**config.mk**
```make
export PLATFORM = sky130hd
export DESIGN_NAME = nand_seq_ctrl
export DESIGN_NICKNAME = d
export VERILOG_FILES = /design/src/rtl/nand_seq_pkg.sv /design/src/rtl/nand_cell.sv /design/src/rtl/nand_seq_ctrl.sv
export SDC_FILE = /design/constraint.sdc
export NUM_CORES = 1
export LEC_CHECK = 0
export CELL_PAD_IN_SITES_DETAIL_PLACEMENT = 1
export CELL_PAD_IN_SITES_GLOBAL_PLACEMENT = 2
export CORE_ASPECT_RATIO = 1.25
export CORE_MARGIN = 3
export CORE_UTILIZATION = 36
export CTS_BUF_LIST = sky130_fd_sc_hd__clkbuf_8 sky130_fd_sc_hd__clkbuf_16
export DETAILED_ROUTE_END_ITERATION = 12
export PLACE_DENSITY = 0.86
export SETUP_SLACK_MARGIN = 0.4
export SLEW_MARGIN = 20
export SYNTH_ARGS = -nofsm -noshare
export SYNTH_HDL_FRONTEND = slang
export SYNTH_SLANG_ARGS = --single-unit
export TNS_END_PERCENT = 1
```
**constraint.sdc**
```tcl
create_clock -name clk -period 4.09 [get_ports clk]
set_input_delay 0.818 -clock clk [delete_from_list [all_inputs] [get_ports clk]]
set_output_delay 0.818 -clock clk [all_outputs]
set_load 0.02 [all_outputs]
```
**src/rtl/nand_seq_pkg.sv**
```systemverilog
// Shared definitions for the NAND-only sequencer: op encodings, FSM state,
// microprogram step counts and per-step operand/destination selection.
package nand_seq_pkg;

    localparam logic [2:0] OP_NAND = 3'b000;
    localparam logic [2:0] OP_AND  = 3'b001;
    localparam logic [2:0] OP_OR   = 3'b010;
    localparam logic [2:0] OP_NOR  = 3'b011;
    localparam logic [2:0] OP_XOR  = 3'b100;
    localparam logic [2:0] OP_XNOR = 3'b101;
    localparam logic [2:0] OP_NOTA = 3'b110;
    localparam logic [2:0] OP_RSVD = 3'b111;

    typedef enum logic [1:0] {
        ST_IDLE,
        ST_EXEC,
        ST_DONE
    } state_t;

    typedef enum logic [2:0] {
        SRC_A,
        SRC_B,
        SRC_T0,
        SRC_T1,
        SRC_T2,
        SRC_T3
    } src_t;

    typedef struct packed {
        src_t       x;
        src_t       y;
        logic [1:0] dst;
    } uop_t;

    function automatic logic [2:0] op_steps(input logic [2:0] op);
        case (op)
            OP_AND:          return 3'd2;
            OP_OR:           return 3'd3;
            OP_NOR, OP_XOR:  return 3'd4;
            OP_XNOR:         return 3'd5;
            default:         return 3'd1;
        endcase
    endfunction

    // Step numbering is zero-based; the reserved op falls through to NAND.
    function automatic uop_t op_uop(input logic [2:0] op, input logic [2:0] step);
        uop_t u;
        u = '{x: SRC_A, y: SRC_B, dst: 2'd0};
        case (op)
            OP_AND: begin
                if (step == 3'd1) u = '{x: SRC_T0, y: SRC_T0, dst: 2'd1};
            end
            OP_OR, OP_NOR: begin
                case (step)
                    3'd0:    u = '{x: SRC_A,  y: SRC_A,  dst: 2'd0};
                    3'd1:    u = '{x: SRC_B,  y: SRC_B,  dst: 2'd1};
                    3'd2:    u = '{x: SRC_T0, y: SRC_T1, dst: 2'd2};
                    default: u = '{x: SRC_T2, y: SRC_T2, dst: 2'd3};
                endcase
            end
            OP_XOR, OP_XNOR: begin
                case (step)
                    3'd0:    u = '{x: SRC_A,  y: SRC_B,  dst: 2'd0};
                    3'd1:    u = '{x: SRC_A,  y: SRC_T0, dst: 2'd1};
                    3'd2:    u = '{x: SRC_B,  y: SRC_T0, dst: 2'd2};
                    3'd3:    u = '{x: SRC_T1, y: SRC_T2, dst: 2'd3};
                    default: u = '{x: SRC_T3, y: SRC_T3, dst: 2'd0};
                endcase
            end
            OP_NOTA: u = '{x: SRC_A, y: SRC_A, dst: 2'd0};
            default: u = '{x: SRC_A, y: SRC_B, dst: 2'd0};
        endcase
        return u;
    endfunction

endpackage

```
**src/rtl/nand_cell.sv**
```systemverilog
// The single shared 2-input NAND evaluated once per EXEC cycle.
module nand_cell (
    input  logic a,
    input  logic b,
    output logic s
);

    assign s = ~(a & b);

endmodule

```
**src/rtl/nand_seq_ctrl.sv**
```systemverilog
// Two-requester round-robin controller that evaluates logic ops as NAND
// microprograms through one shared NAND cell, one step per cycle.
module nand_seq_ctrl
    import nand_seq_pkg::*;
(
    input  logic       clk,
    input  logic       rst_n,
    input  logic       req0,
    input  logic       req1,
    input  logic       a0,
    input  logic       b0,
    input  logic       a1,
    input  logic       b1,
    input  logic [2:0] op0,
    input  logic [2:0] op1,
    output logic       ack0,
    output logic       ack1,
    output logic       busy,
    output logic       done,
    output logic       s,
    output logic       done_id
);

    state_t     state_q;
    logic [2:0] step_q;
    logic       a_q;
    logic       b_q;
    logic [2:0] op_q;
    logic       id_q;
    logic       last_q;
    logic [3:0] t_q;
    logic       s_q;
    logic       done_id_q;

    logic       grant0;
    logic       grant1;
    uop_t       uop;
    logic       nand_x;
    logic       nand_y;
    logic       nand_s;
    logic       last_step;

    // last_q holds the most recent grant; resetting it to 1 favours requester 0.
    assign grant1 = req1 & (~req0 | ~last_q);
    assign grant0 = req0 & ~grant1;

    function automatic logic pick(input src_t src, input logic a, input logic b,
                                  input logic [3:0] t);
        case (src)
            SRC_A:   return a;
            SRC_B:   return b;
            SRC_T0:  return t[0];
            SRC_T1:  return t[1];
            SRC_T2:  return t[2];
            SRC_T3:  return t[3];
            default: return 1'b0;
        endcase
    endfunction

    always_comb begin
        uop       = op_uop(op_q, step_q);
        nand_x    = pick(uop.x, a_q, b_q, t_q);
        nand_y    = pick(uop.y, a_q, b_q, t_q);
        last_step = (step_q == (op_steps(op_q) - 3'd1));
    end

    nand_cell u_nand (
        .a (nand_x),
        .b (nand_y),
        .s (nand_s)
    );

    always_ff @(posedge clk) begin
        if (!rst_n) begin
            state_q   <= ST_IDLE;
            step_q    <= '0;
            a_q       <= 1'b0;
            b_q       <= 1'b0;
            op_q      <= '0;
            id_q      <= 1'b0;
            last_q    <= 1'b1;
            t_q       <= '0;
            s_q       <= 1'b0;
            done_id_q <= 1'b0;
        end else begin
            case (state_q)
                ST_IDLE: begin
                    if (grant0 | grant1) begin
                        a_q     <= grant1 ? a1  : a0;
                        b_q     <= grant1 ? b1  : b0;
                        op_q    <= grant1 ? op1 : op0;
                        id_q    <= grant1;
                        last_q  <= grant1;
                        step_q  <= '0;
                        state_q <= ST_EXEC;
                    end
                end
                ST_EXEC: begin
                    t_q[uop.dst] <= nand_s;
                    if (last_step) begin
                        s_q       <= nand_s;
                        done_id_q <= id_q;
                        state_q   <= ST_DONE;
                    end else begin
                        step_q <= step_q + 3'd1;
                    end
                end
                ST_DONE: state_q <= ST_IDLE;
                default: state_q <= ST_IDLE;
            endcase
        end
    end

    // Acks are combinational in the IDLE cycle and suppressed while reset is asserted.
    assign ack0    = rst_n & (state_q == ST_IDLE) & grant0;
    assign ack1    = rst_n & (state_q == ST_IDLE) & grant1;
    assign busy    = (state_q != ST_IDLE);
    assign done    = (state_q == ST_DONE);
    assign s       = s_q;
    assign done_id = done_id_q;

endmodule

```
After elaboration in Yosys (flattened, before gate mapping)
Cells that the tools add are included. Widths: inputs -> output; s select.

Flip-flop bits (word level): 18. Input port bits: 14. Output and inout port bits: 6. Word-level logic and storage cells: 84.

Add/sub/neg operators: 2. Order comparisons: 2. Eq/ne operators: 25. Multiplexer cells: 19. Bitwise operators: 12. Reduce and logical (&&, ||, !) cells: 14.

Operators with widths (count): $pmux 8 s4 (2); $eq 3x2->1 const B (8); $pmux 8 s3 (1); $eq 3x3->1 const B (7); $eq 3x1->1 const B (4); $pmux 1 s6 (2); $pmux 3 s4 (1); $logic_not 3->1 (3); $mux 3 (3); $mux 7 (1); $and 1x1->1 (6); $ne 2x2->1 const B (3); $pmux 3 s2 (1); $reduce_and 2->1 (3); $reduce_or 2->1 (3); $bwmux 4 (1); $mux 2 (2); $not 1->1 (4); $pmux 2 s2 (1); $reduce_bool 2->1 (2); $add 3x1->3 const B (1); $eq 3x3->1 (1); $lt 2x3->1 const B (1); $mux 1 (3); 9 further kinds (10).

Logic depth before layout (Yosys ltp)
Depth after elaboration: 8. Mapped depth: 11. Gate-level depth less buffers: 9.

Modules after synthesis
Synthesis repeated with hierarchy kept, for this count alone.

Cell total of the unflattened synthesis: 156. Area, all modules: 1411.4 µm².

Modules (own cells, without submodules): nand_seq_ctrl (times used 1, cells each 155, area each 1407.6 µm², sequential area each 360.3 µm²); nand_cell (times used 1, cells each 1, area each 3.8 µm², sequential area each 0.0 µm²).

Least setup slack after synthesis
No wires, ideal clock.

Kind: input to output. Start: input rst_n. End: output ack0. Data arrival time: 1.668 ns. Required time: 3.272 ns. Path slack: 1.604 ns. Cell stages on the path: 4. Path buffers: 2. Cell sequence: clkbuf_1 -> clkbuf_1 -> nand3_1 -> nor2_1.

Cells in the longest elaborated chain, start to end: 2.

RTL lines: start: declaration (line nand_seq_ctrl.sv:7) `input logic rst_n,`; $and 1x1->1 (2 in series) (line nand_seq_ctrl.sv:115) `assign ack0 = rst_n & (state_q == ST_IDLE) & grant0;`; end: declaration (line nand_seq_ctrl.sv:16) `output logic ack0,`.

Every way passes these cells.

Final worst setup path
Start: input req1. End: output ack1.

Cells in the longest elaborated chain, start to end: 2.

RTL lines: start: declaration (line nand_seq_ctrl.sv:9) `input logic req1,`; $and 1x1->1 (line nand_seq_ctrl.sv:44) `assign grant1 = req1 & (~req0 | ~last_q);`; $and 1x1->1 (line nand_seq_ctrl.sv:116) `assign ack1 = rst_n & (state_q == ST_IDLE) & grant1;`; end: declaration (line nand_seq_ctrl.sv:17) `output logic ack1,`.

Every way passes these cells.

==> summary.txt <==
Timing
  • Final hold viol count: 0
  • Fin crit share: 0.825
  • Max-Slew Margin vs Limit: 0.429
  • Worst slew pin tran: between 0.8 and 0.9 ns
  • FMAX: between 0.2 and 0.3 GHz
  • Final setup fails: 0
  • Clock Skews: roughly 0.0048 ns
  • Pins Over Slew Limit: 0
  • Setup TNS: 0 ns
  • RSZ-0062 raised after global routing: no
  • Crit path time final: 3.37 ns

Yosys
  • Seq/Total Area, Yosys: 0.233
  • Top-area cell type share of the netlist area: 0.233
  • Top post-synthesis cells by count: dfxtp_1, mux2i_1, nand2_1
  • Synth async-reset ratio: 0
  • Syn Std Cell Area: ~1500 um2
  • Most common cell in the netlist: dfxtp_1
  • Share of the synthesized area in compound gates (AO/OA/AOI/OAI): 0.275
  • Netlist cell types: 56
  • Synth Register Bits: 18
  • Syn_area_per_cell: between 8 and 9 um2
  • Post-Synth Adder-Cell Area: 0.0486
  • Synth top area cells: dfxtp_1, mux2i_1, o211a_1
  • Mapped Cells: 179
  • Post-synth top area cell: dfxtp_1
  • Mapped Nets: roughly 200
  • Simple-Gate Fraction of Synth Area: 0.263
  • Number of flops mapped to enable cells by yosys: 0
  • YS warnings: 0
  • Largest family of logic cells by synthesized area: compound AO/OA/AOI/OAI gates
  • Mux cell area share after synthesis: 0.109
  • Most used DFF post-synth: dfxtp_1
  • Post-synthesis xor/xnor area fraction: 0.0170

GRT
  • Gr usage total: 0.163
  • Antenna violations before repair: 0
  • GR Overflow Total: 0
  • Vias in the first global route: between 1000 and 1500
  • Pin count of the biggest net entering global routing: 28
  • First-pass GRT wire length: 6.76 mm

Clocking
  • Post-cts resize count: 0
  • Worst-case clock buffer depth: 2
  • # hold bufs at CTS: 0
  • CTS tree: built
  • Setup Fix Bufs, Post-CTS: 0
  • CTS Buf Count: 3
  • Clk root buf: clkbuf_8
  • Clock-pin slew on the worst setup and hold paths: around 0.070 ns
  • Num Clock Sinks: 18
  • Clock latency at the later pin of the worst-skew pair: ~0.25 ns
  • H-tree depth: 1

Pwr
  • Max VDD drop: 0.230 mV
  • Power per cell area: 457 nW/um2
  • Leakage: slightly above 0.0007 uW

Finish
  • Util after Layout: 0.442
  • Layout cells sized above 1: 0.0984
  • ANT cells: 0
  • P&R area growth vs syn: 17.4%
  • Final Instance Count excl. Fillers: roughly 250
  • Fin nets: between 200 and 250

Detailed routing
  • Met3 wire len: between 100 and 150 um
  • DR top layer: met4
  • WL/cell: around 16 um
  • DRC viols: 0
  • Met2 routed wirelength: 2.04 mm
  • ANT nets after route: 0
  • Via count: roughly 1400
  • Drt total wl: between 3 and 4 mm
  • Routed metal-1 wirelength: between 1.5 and 2 mm
  • Via density per instance: 5.53
  • DRT iter0 DRCs: 60
  • DR pass1 iterations: 4

Worst setup path
  • Crit Path Class: in -> out
  • Critical path launch point type: input port
  • CP max FO: 5
  • Crit. End Element: primary output
  • Worst Setup EP: ack1
  • Register-to-register path setup slack: between 1 and 1.5 ns
  • CP Data Required Time: ~3.3 ns
  • Reg-to-Reg End: step_q[2]$_SDFFE_PN0P_
  • Arrival time at the worst endpoint: ~2.6 ns
  • Worst Setup SP: req1
  • Worst-case reg-to-reg path depth: 9
  • R2r startpoint: op_q[1]$_SDFFE_PN0P_

Die
  • Die ar.: ~5100 um2
  • I/O pin total: 20
  • Die height: 79.2 um
  • Initial Utilization: 0.377
  • Cell Rows: 26
  • Core Area: ~4100 um2
  • Die Wd: 64.6 um

Flow run
  • Max_cap viols: 0

Place
  • Buffers on Ports: 19
  • Routability cong.: about 0.86
  • Post-DP HPWL: roughly 3.1 mm
  • Placed cell count: roughly 250

Worst hold path
  • Worst hold path class: reg -> reg

Outcome
  • Status: complete, no violations
-- kinds of logic (layout without fill, tap and decap cells) --
| logic type | after synthesis | after routing |
|---|---|---|
| muxes | 16 | 16 |
| xor gates and xnor gates | 3 | 3 |
| buffers and inverters | 17 | 31 |
| and+or+nand+nor | 69 | 69 |
| adders and majority gates | 6 | 6 |
| DFF | 18 | 18 |
| AOI/OAI and AO/OA | 50 | 50 |
-- cell type report --
type,count,area [um2]
inverter,6,22.5
tap,56,70.1
clock buffer,4,55.1
fill,517,2290
sequential,18,360
timing repair buffer,21,205
multi-input combinational,144,1100
-- flip-flops by register name, indices dropped and copies added, names as in the netlist --
name / cells
state_q: 2
t_q: 4
id_q: 1
s: 1
last_q: 1
done_id: 1
b_q: 1
op_q: 3
step_q: 3
a_q: 1
-- metal layers --
metal / GRT usage / vias up
li1: - / 688
met1: 0.189 / 658
met2: 0.304 / 26
met3: 0.0170 / 6
met4: 0.0592 / 0
met5: 0 / -
-- worst max-delay path, stage by stage --
cell and delay (ns):
clkdlybuf4s50_1 0.50, a21boi_1 0.40, and3_1 0.23, clkdlybuf4s50_1 0.60
-- how the worst min path moves through the flow --
| stage | cells past startpoint | slack, ns | start | end |
|---|---|---|---|---|
| 5_1_grt | 2 | 0.54 | id_q$_SDFFE_PN0P_ | id_q$_SDFFE_PN0P_ |
| 2_1_floorplan | 2 | 0.43 | id_q$_SDFFE_PN0P_ | id_q$_SDFFE_PN0P_ |
| 3_3_place_gp | 2 | 0.50 | id_q$_SDFFE_PN0P_ | id_q$_SDFFE_PN0P_ |
| 3_5_place_dp | 2 | 0.51 | id_q$_SDFFE_PN0P_ | id_q$_SDFFE_PN0P_ |
| 6_report | 2 | 0.51 | id_q$_SDFFE_PN0P_ | id_q$_SDFFE_PN0P_ |
| 4_1_cts | 2 | 0.52 | id_q$_SDFFE_PN0P_ | id_q$_SDFFE_PN0P_ |
-- stage by stage --
step | cell area [um2] | total power (uW) | worst slack, ns | hold slack, ns
finish | 1810 | 828 | 0.716 | 0.514
global route | 1810 | 894 | 0.635 | 0.536
CTS | 1810 | 837 | 0.711 | 0.525
detailed placement | 1760 | 693 | 0.723 | 0.513
global placement | 1760 | 673 | 0.755 | 0.498
floorplan | 1540 | 583 | 1.60 | 0.431
-- report_power, final --
group	internal (uW)	total, uW	switching [uW]	leakage (uW)
logic	192	416	224	0.000532
registers	206	270	63.8	0.000148
clock network	85.4	142	57.0	0.0000288
-- cells in the final DEF (no fill, tap or decap), types with 2 or more instances in the layout --
| cell type | netlist | routed |
|---|---|---|
| o211a_1 | 8 | 8 |
| dfxtp_1 | 18 | 18 |
| o21bai_1 | 2 | 2 |
| and3_1 | 2 | 2 |
| mux2i_1 | 13 | 13 |
| a21boi_1 | 2 | 2 |
| nand2_1 | 13 | 13 |
| nor2b_1 | 8 | 8 |
| buf_4 | 2 | 2 |
| nand3_1 | 3 | 3 |
| nor3b_1 | 3 | 3 |
| xor2_1 | 2 | 2 |
| clkbuf_8 | 0 | 4 |
| a21oi_1 | 2 | 2 |
| and3b_1 | 4 | 4 |
| nand2b_1 | 6 | 6 |
| nor3_1 | 3 | 3 |
| a31oi_1 | 6 | 6 |
| nand4bb_1 | 2 | 2 |
| or3_1 | 3 | 3 |
| o21ai_0 | 12 | 12 |
| o32ai_1 | 2 | 2 |
| inv_1 | 6 | 6 |
| clkdlybuf4s50_1 | 0 | 19 |
| o21ai_1 | 2 | 2 |
| ha_1 | 6 | 6 |
| nor2_1 | 12 | 12 |
Power figures use the tool's default switching activity.
